## config.mk

```make
export PLATFORM = sky130hd
export DESIGN_NAME = button_event_scheduler_flat
export DESIGN_NICKNAME = d
export VERILOG_FILES = /design/src/rtl/button_event_scheduler_if.sv /design/src/rtl/button_event_scheduler.sv /design/src/flat_wrapper.sv
export SDC_FILE = /design/constraint.sdc
export NUM_CORES = 1
export LEC_CHECK = 0
export CAP_MARGIN = 20
export CORE_MARGIN = 2
export CORE_UTILIZATION = 50
export DETAILED_ROUTE_END_ITERATION = 8
export DONT_BUFFER_PORTS = 1
export PLACE_DENSITY = 0.66
export SLEW_MARGIN = 20
export SYNTH_ARGS = -nofsm -noshare
export SYNTH_HDL_FRONTEND = slang
export SYNTH_SLANG_ARGS = --single-unit
```

## constraint.sdc

```tcl
create_clock -name clk -period 3.4 [get_ports clk]
set_input_delay 1.02 -clock clk [delete_from_list [all_inputs] [get_ports clk]]
set_output_delay 1.02 -clock clk [all_outputs]
set_load 0.02 [all_outputs]
```

## src/rtl/button_event_scheduler_if.sv

```systemverilog
// ============================================================================
// Module      : button_event_scheduler_if
// Description : Button inputs and indicator/status outputs of the scheduler.
// Revision    : 1.0 - initial release
// ============================================================================
`default_nettype none

interface button_event_scheduler_if;
  logic [3:0] btn;
  logic [3:0] active_out;
  logic [1:0] grant_id;
  logic       busy;
  logic [3:0] pending;
  logic       overrun;

  modport master (
    output btn,
    input  active_out,
    input  grant_id,
    input  busy,
    input  pending,
    input  overrun
  );

  modport slave (
    input  btn,
    output active_out,
    output grant_id,
    output busy,
    output pending,
    output overrun
  );
endinterface

`default_nettype wire

```

## src/rtl/button_event_scheduler.sv

```systemverilog
// ============================================================================
// Module      : button_event_scheduler
// Description : Four button edges latched as events, served round-robin by one
//               shared hold/gap timer driving a one-hot indicator.
// Revision    : 1.0 - initial release
// ============================================================================
`default_nettype none

module button_event_scheduler #(
  parameter int HOLD_CYCLES = 125000000,
  parameter int GAP_CYCLES  = 12500000,
  parameter int CNT_W       = 27
) (
  input  logic                      clk,
  input  logic                      reset,
  button_event_scheduler_if.slave   evt_bus
);

  typedef enum logic [1:0] {
    IDLE = 2'd0,
    HOLD = 2'd1,
    GAP  = 2'd2
  } state_e;

  localparam logic [CNT_W-1:0] c_HOLD_LAST = CNT_W'(HOLD_CYCLES - 1);
  localparam logic [CNT_W-1:0] c_GAP_LAST  = CNT_W'((GAP_CYCLES > 0) ? (GAP_CYCLES - 1) : 0);

  state_e           state_q;
  logic [CNT_W-1:0] cnt_q;
  logic [3:0]       s1_q;
  logic [3:0]       s2_q;
  logic [3:0]       pending_q;
  logic [3:0]       pending_d;
  logic             overrun_q;
  logic             overrun_d;
  logic [1:0]       ptr_q;
  logic [3:0]       active_q;
  logic [1:0]       grant_id_q;
  logic             busy_q;

  logic [3:0]       edge_w;
  logic             win_found;
  logic [1:0]       win_idx;
  logic [3:0]       grant_w;

  assign edge_w = s1_q & ~s2_q;

  // Round-robin search starting at ptr; 2-bit add wraps mod 4.
  always_comb begin
    win_found = 1'b0;
    win_idx   = ptr_q;
    for (int k = 0; k < 4; k++) begin
      if (!win_found && pending_q[ptr_q + 2'(k)]) begin
        win_found = 1'b1;
        win_idx   = ptr_q + 2'(k);
      end
    end
  end

  always_comb begin
    grant_w   = (state_q == IDLE && win_found) ? (4'b0001 << win_idx) : 4'b0000;
    // A fresh edge wins over the grant clear so a coincident event is re-served.
    pending_d = edge_w | (pending_q & ~grant_w);
    overrun_d = |(edge_w & pending_q & ~grant_w);
  end

  always_ff @(posedge clk or posedge reset) begin
    if (reset) begin
      state_q    <= IDLE;
      cnt_q      <= '0;
      s1_q       <= '0;
      s2_q       <= '0;
      pending_q  <= '0;
      overrun_q  <= 1'b0;
      ptr_q      <= '0;
      active_q   <= '0;
      grant_id_q <= '0;
      busy_q     <= 1'b0;
    end else begin
      s1_q      <= evt_bus.btn;
      s2_q      <= s1_q;
      pending_q <= pending_d;
      overrun_q <= overrun_d;
      case (state_q)
        IDLE: begin
          if (win_found) begin
            grant_id_q <= win_idx;
            active_q   <= 4'b0001 << win_idx;
            ptr_q      <= win_idx + 2'd1;
            cnt_q      <= '0;
            busy_q     <= 1'b1;
            state_q    <= HOLD;
          end
        end
        HOLD: begin
          if (cnt_q == c_HOLD_LAST) begin
            active_q <= '0;
            cnt_q    <= '0;
            if (GAP_CYCLES > 0) begin
              state_q <= GAP;
            end else begin
              state_q <= IDLE;
              busy_q  <= 1'b0;
            end
          end else begin
            cnt_q <= cnt_q + CNT_W'(1);
          end
        end
        GAP: begin
          if (cnt_q == c_GAP_LAST) begin
            cnt_q   <= '0;
            busy_q  <= 1'b0;
            state_q <= IDLE;
          end else begin
            cnt_q <= cnt_q + CNT_W'(1);
          end
        end
        default: state_q <= IDLE;
      endcase
    end
  end

  assign evt_bus.active_out = active_q;
  assign evt_bus.grant_id   = grant_id_q;
  assign evt_bus.busy       = busy_q;
  assign evt_bus.pending    = pending_q;
  assign evt_bus.overrun    = overrun_q;

endmodule

`default_nettype wire
```

## src/flat_wrapper.sv

```systemverilog
// flat-port wrapper written by rule: the top's interface ports become plain ports
module button_event_scheduler_flat 
#(
  parameter int HOLD_CYCLES = 125000000,
  parameter int GAP_CYCLES  = 12500000,
  parameter int CNT_W       = 27
)
  (clk, reset, evt_bus_btn, evt_bus_active_out, evt_bus_grant_id, evt_bus_busy, evt_bus_pending, evt_bus_overrun);
  button_event_scheduler_if evt_bus_i ();
  input  logic clk;
  input  logic reset;
  input wire logic [$bits(evt_bus_i.btn)-1:0] evt_bus_btn;
  output wire logic [$bits(evt_bus_i.active_out)-1:0] evt_bus_active_out;
  output wire logic [$bits(evt_bus_i.grant_id)-1:0] evt_bus_grant_id;
  output wire logic [$bits(evt_bus_i.busy)-1:0] evt_bus_busy;
  output wire logic [$bits(evt_bus_i.pending)-1:0] evt_bus_pending;
  output wire logic [$bits(evt_bus_i.overrun)-1:0] evt_bus_overrun;
  assign evt_bus_i.btn = evt_bus_btn;
  assign evt_bus_active_out = evt_bus_i.active_out;
  assign evt_bus_grant_id = evt_bus_i.grant_id;
  assign evt_bus_busy = evt_bus_i.busy;
  assign evt_bus_pending = evt_bus_i.pending;
  assign evt_bus_overrun = evt_bus_i.overrun;
  button_event_scheduler #(.HOLD_CYCLES(HOLD_CYCLES), .GAP_CYCLES(GAP_CYCLES), .CNT_W(CNT_W)) u_core (.clk(clk), .reset(reset), .evt_bus(evt_bus_i));
endmodule
```

-- After elaboration in Yosys (flattened, before gate mapping)
Cells that the tools add are included.
- output and inout bits: 12
- input bits: 6
- word-level logic and storage cells: 81
- flip-flop bits (word level): 51
- shift-type cells: 1
- add/subtract/negate cells: 5
- bitwise gates (word level): 7
- reduce and logical (&&, ||, !) cells: 17
- $lt $le $gt $ge: 4
- equal/unequal tests: 7
- muxes and demuxes: 30
- operators with widths (kind ; number):
    two-way mux 27 bit ; 3
    one-hot mux 27 bit (3 select lines) ; 1
    adder 27 x 1 -> 27 bit, second input constant ; 1
    equality test 27 x 24 -> 1 bit, second input constant ; 1
    equality test 27 bit, second input constant ; 1
    AND 4 bit ; 4
    less-than comparator 2 x 3 -> 1 bit, second input constant ; 4
    two-way mux 2 bit ; 6
    two-way mux 4 bit ; 3
    two-way mux 1 bit ; 10
    AND reduction 3 bit ; 3
    binary-select mux 1 bit (select 2 bit) ; 4
    NOT 4 bit ; 2
    one-hot mux 4 bit (2 select lines) ; 1
    != test 2 x 1 -> 1 bit, second input constant ; 3
    one-hot mux 2 bit (3 select lines) ; 1
    adder 2 x 1 -> 2 bit, second input constant ; 2
    adder 2 bit, second input constant ; 2
    logical AND 1 bit ; 4
    OR 4 bit ; 1
    AND reduction 2 bit ; 2
    nonzero test 2 bit ; 2
    OR reduction 4 bit ; 1
    left shift 1 x 2 -> 4 bit, first input constant ; 1
    other kinds (6) ; 8

-- Depth between registers and ports, before layout
- depth in word-level cells: 17
- depth in mapped cells: 10
- depth with buffers taken out: 9

-- Least setup slack after synthesis
Ideal clock, no wire load.
- path type: flip-flop to flip-flop
- from: register u_core.cnt_q[8]
- to: register u_core.cnt_q[20]
- period minus slack after synthesis: 2581 ps
- required time: 3272 ps
- cell stages (with the launch flop): 8
- data arrival time: 2453 ps
- path buffers: 1
- library setup time: 128 ps
- slack: 819 ps
- path through: dfrtp_1 or4_1 or4_1 or4_4 a32o_1 buf_6 a31oi_1 o31ai_1
- word-level cells in the longest chain between the ends: 3
- elaborated cells between the ends (all ways): 6
- classes of those cells: 1 x add/sub; 2 x eq/ne; 3 x mux
- ends and longest elaborated chain (what ; line ; text):
    from (decl) ; button_event_scheduler.sv:29 ; logic [CNT_W-1:0] cnt_q;
    from (signal assigned) ; button_event_scheduler.sv:106 ; cnt_q <= cnt_q + CNT_W'(1);
    from (signal assigned) ; button_event_scheduler.sv:115 ; cnt_q <= cnt_q + CNT_W'(1);
    adder 27 x 1 -> 27 bit, or another cell as far along ; button_event_scheduler.sv:106, button_event_scheduler.sv:115 ;
    two-way mux 27 bit (on tied branches) ; button_event_scheduler.sv:110, button_event_scheduler.sv:96 ;
    one-hot mux 27 bit (3 select lines) * ; button_event_scheduler.sv:84 ; case (state_q)
Every way passes the cells marked *; elsewhere a longest branch is shown, timed or not.
A chain may end at the register's enable or synchronous reset.

-- Worst setup path in the final report
- from: register u_core.cnt_q[8]
- to: register u_core.cnt_q[22]
Same word-level chain as after synthesis.

==> flow_summary_export.csv <==
group,metric,value,unit
timing,fin_crit,2.95,ns
timing,drv_slew,0,
finish,final_cell_area,0.00294,mm²
global_route,first_global_vias,2114,
routing,viasPerCell,6.02,
power,power.leakage,1.22,nW
global_route,grt_first_pass_wirelength,10400,µm
routing,wl_per_cell,16.3,µm
cts,post-cts-setup-buffers,0,
cts,clk_latency,0.30,ns
placed_design,dp_hpwl,4190,µm
critical_path,worstSetupStartpoint,"u_core.cnt_q[8]",
cts,cts_max_level,2,
finish,num_antenna_cells,0,
critical_path,criticalPathCategory,"reg -> reg",
timing,setup_tns,0,ns
floorplanning,dieArea,0.00613,mm²
routing,drtPass1Iterations,4,
power,pwr-share-comb,37.1,%
timing,rsz0062_at_grt,"false",
power,irDropWorstVdd,0.305,mV
timing,finClkSkew,0.00635,ns
cts,ctsRootBufferMaster,"clkbuf_8",
placed_design,gp_congestion,0.853,
floorplanning,fp-row-count,27,
critical_path,worst_setup_path_end_kind,"flip-flop",
power,power.share.switching,40.1,%
placed_design,dpl_cell_area,0.00283,mm²
critical_path,startpoint_type,"flip-flop",
synth,synthFlopType,"dfrtp_1",
finish,final_nets,301,
routing,drt_iter0_drc,164,
timing,setup_violations,0,
run_status,run_status,"complete, no violations",
critical_path,endpoint,"u_core.cnt_q[22]",
timing,finalHoldViolCount,0,
floorplanning,start_util,51.1,%
synth,synthCells,288,
placed_design,portBuffers,0,
synth,yosysMostFrequentCell,"dfrtp_1",
synth,synth-edff-count,0,
critical_path,critical_path.max_stage_delay,0.53,ns
cts,cts_tree,"built",
synth,netlist_area,0.00276,mm²
critical_path,reg2reg_slack,0.45,ns
timing,timing.fmax,0.339,GHz
critical_path,slowest_stage,"or4_1",
power,power_density,684,mW/mm²
routing,vias,2167,
synth,async_flop_share,100,%
routing,drtAntennaViolNets,0,
synth,synth_top_area_share,46.2,%
cts,cts_made_buffers,5,
cts,hold_buffers,0,
cts,clock_path_buffers,2,
hold_path,hold_path_class,"reg -> reg",
global_route,antenna_found_initial,0,
cts,cts_sinks,51,
synth,yosys_warnings,0,
finish,drive_above_1_share,10.4,%
floorplanning,core_area,0.00541,mm²
floorplanning,pin_count,18,
critical_path,r2r_start,"u_core.cnt_q[8]",
power,p_seq_share,42.3,%
synth,synth_seq_cells,51,
floorplanning,die_y,78.3,µm
synth,synth_top_area_cell,"dfrtp_1",
run,cap_violations,0,
timing,relSlewSlack,56.4,%
synth,seq_area_frac_synth,46.2,%
power,p_int,1.21,mW
critical_path,crit_arrival,3.14,ns
synth,ys_top_cells_by_area,"dfrtp_1 (46%), nand2_1 (5.4%), ha_1 (3.6%), nand3_1 (2.7%), o21ai_0 (2.7%)",
routing,drc,0,
timing,finalCritPeriodShare,86.7,%
critical_path,crit_path_max_fanout,15,
timing,tightest_slew,0.654,ns
routing,routed_wl,5870,µm
floorplanning,die_x,78.3,µm
synth,synth_fp_nets,302,
cts,path_clk_slew,0.09,ns
critical_path,rr_worst_depth,6,
finish,fill_cells,497,
power,clkPwrFrac,20.6,%
finish,syn2layout_area_growth,6.62,%
global_route,grt-ovfl-total,0,
critical_path,worstPathCellList,"or4_1, or4_1, or4_4, a32oi_4, o21ai_0, a21o_1",
synth,synth_commonest_cells,"dfrtp_1 (51), nand2_1 (40), nand3_1 (15), o21ai_0 (15), nor2_1 (12)",
global_route,grtUsageTotal,21.3,%
global_route,grt_max_degree,33,
critical_path,crit_required,3.59,ns
power,p_sw,0.807,mW
critical_path,r2r-end,"u_core.cnt_q[22]",
synth,avgSynthCellArea,9.58,µm²
cts,cts-resized-gates,0,
critical_path,path_common_cell,"or4_1",
hold_path,min_from,"u_core.s1_q[1]",
synth,synth.distinct_cells,49,
[layout by cell type, fill, tap and decap left out, types with 3 or more instances in the layout]
master     count
and4_1         4
or4_1          4
ha_1           8
nand2_1       40
a21o_1         3
inv_1         10
o31ai_1       10
xnor2_1        3
o21ai_0       15
clkbuf_8       5
a21oi_1       11
dfrtp_1       51
nand3_1       15
or3_1          3
and3_1         3
buf_4          4
nand4_1        8
mux2_2         5
nor2b_1        7
and2_1         7
nor2_1        12
a31oi_1        4
or2_2          4
nor4_1         3
nor4b_1        4
nor3_1         8
a2bb2oi_2      4
nand2b_1       5
o311ai_0       3
[registers in the layout, summed over array words and instances (netlist names)]
| name | flops |
|---|---|
| u_core.evt_bus.active_out | 4 |
| u_core.evt_bus.overrun | 1 |
| u_core.evt_bus.busy | 1 |
| u_core.s2_q | 4 |
| u_core.state_q | 2 |
| u_core.evt_bus.grant_id | 2 |
| u_core.s1_q | 4 |
| u_core.evt_bus.pending | 4 |
| u_core.ptr_q | 2 |
| u_core.cnt_q | 27 |
[layer usage]
layer / part of all wire, % / global-route usage (%) / up-vias / wire (µm)
met4: 0.56 / 5.09 / 0 / 33
met5: 0 / 0 / - / 0
met1: 45 / 28.2 / 1057 / 2670
met2: 50 / 36.6 / 54 / 2940
met3: 3.9 / 3.79 / 5 / 226
li1: - / - / 1051 / -
[power by group through the flow]
stage                     registers [mW]  clock network, mW  logic (mW)
after detailed placement           0.866                  0       0.752
after floorplan                    0.839                  0       0.583
after global placement             0.858                  0       0.739
after global routing               0.869              0.458       0.833
final                              0.851              0.415       0.746
after CTS                          0.853              0.437       0.755
[critical path: cells and delay by family, from the launching register on]
family / cells / cell delay (ns)
AOI/OAI and AO/OA: 3 / 0.90
DFF: 1 / 0.47
and+or+nand+nor: 3 / 1.48
[area by class of cell]
type | count | area, µm² | share of cell area [%]
Clock buffer | 5 | 68.8 | 2.34
Timing Repair Buffer | 5 | 50.0 | 1.70
Tap cell | 72 | 90.1 | 3.06
Clock inverter | 3 | 43.8 | 1.49
Inverter | 11 | 41.3 | 1.40
Multi-Input combinational cell | 213 | 1370 | 46.6
Sequential cell | 51 | 1280 | 43.4
[cell families (layout without fill, tap and decap cells)]
group | after synthesis | in the layout | share of synthesized area, %
AOI/OAI and AO/OA | 64 | 64 | 17.1
xor gates and xnor gates | 3 | 3 | 0.952
adders and majority gates | 8 | 8 | 3.63
buffers and inverters | 24 | 24 | 4.03
DFF | 51 | 51 | 46.2
muxes | 7 | 7 | 2.77
and+or+nand+nor | 131 | 131 | 25.2
[worst min path at each step]
| stage | to | cells past startpoint |
|---|---|---|
| 6_report | u_core.s2_q[1] | 0 |
| 4_1_cts | u_core.s2_q[1] | 0 |
| 3_5_place_dp | u_core.s2_q[2] | 0 |
| 5_1_grt | u_core.s2_q[2] | 0 |
| 2_1_floorplan | u_core.s2_q[3] | 0 |
| 3_3_place_gp | u_core.s2_q[2] | 0 |
[metrics by stage]
step | setup slack, ns | utilization [%] | total power [mW] | hold slack, ns | cells
finish | 0.452 | 54.4 | 2.01 | 0.383 | 360
global route | 0.314 | 54.4 | 2.16 | 0.404 | 360
CTS | 0.467 | 54.4 | 2.05 | 0.386 | 360
floorplan | 0.819 | - | 1.42 | 0.354 | 288
global placement | 0.511 | 52.4 | 1.60 | 0.357 | 352
detailed placement | 0.471 | 52.4 | 1.62 | 0.362 | 352
No activity file was read; power rests on OpenSTA's default activity.
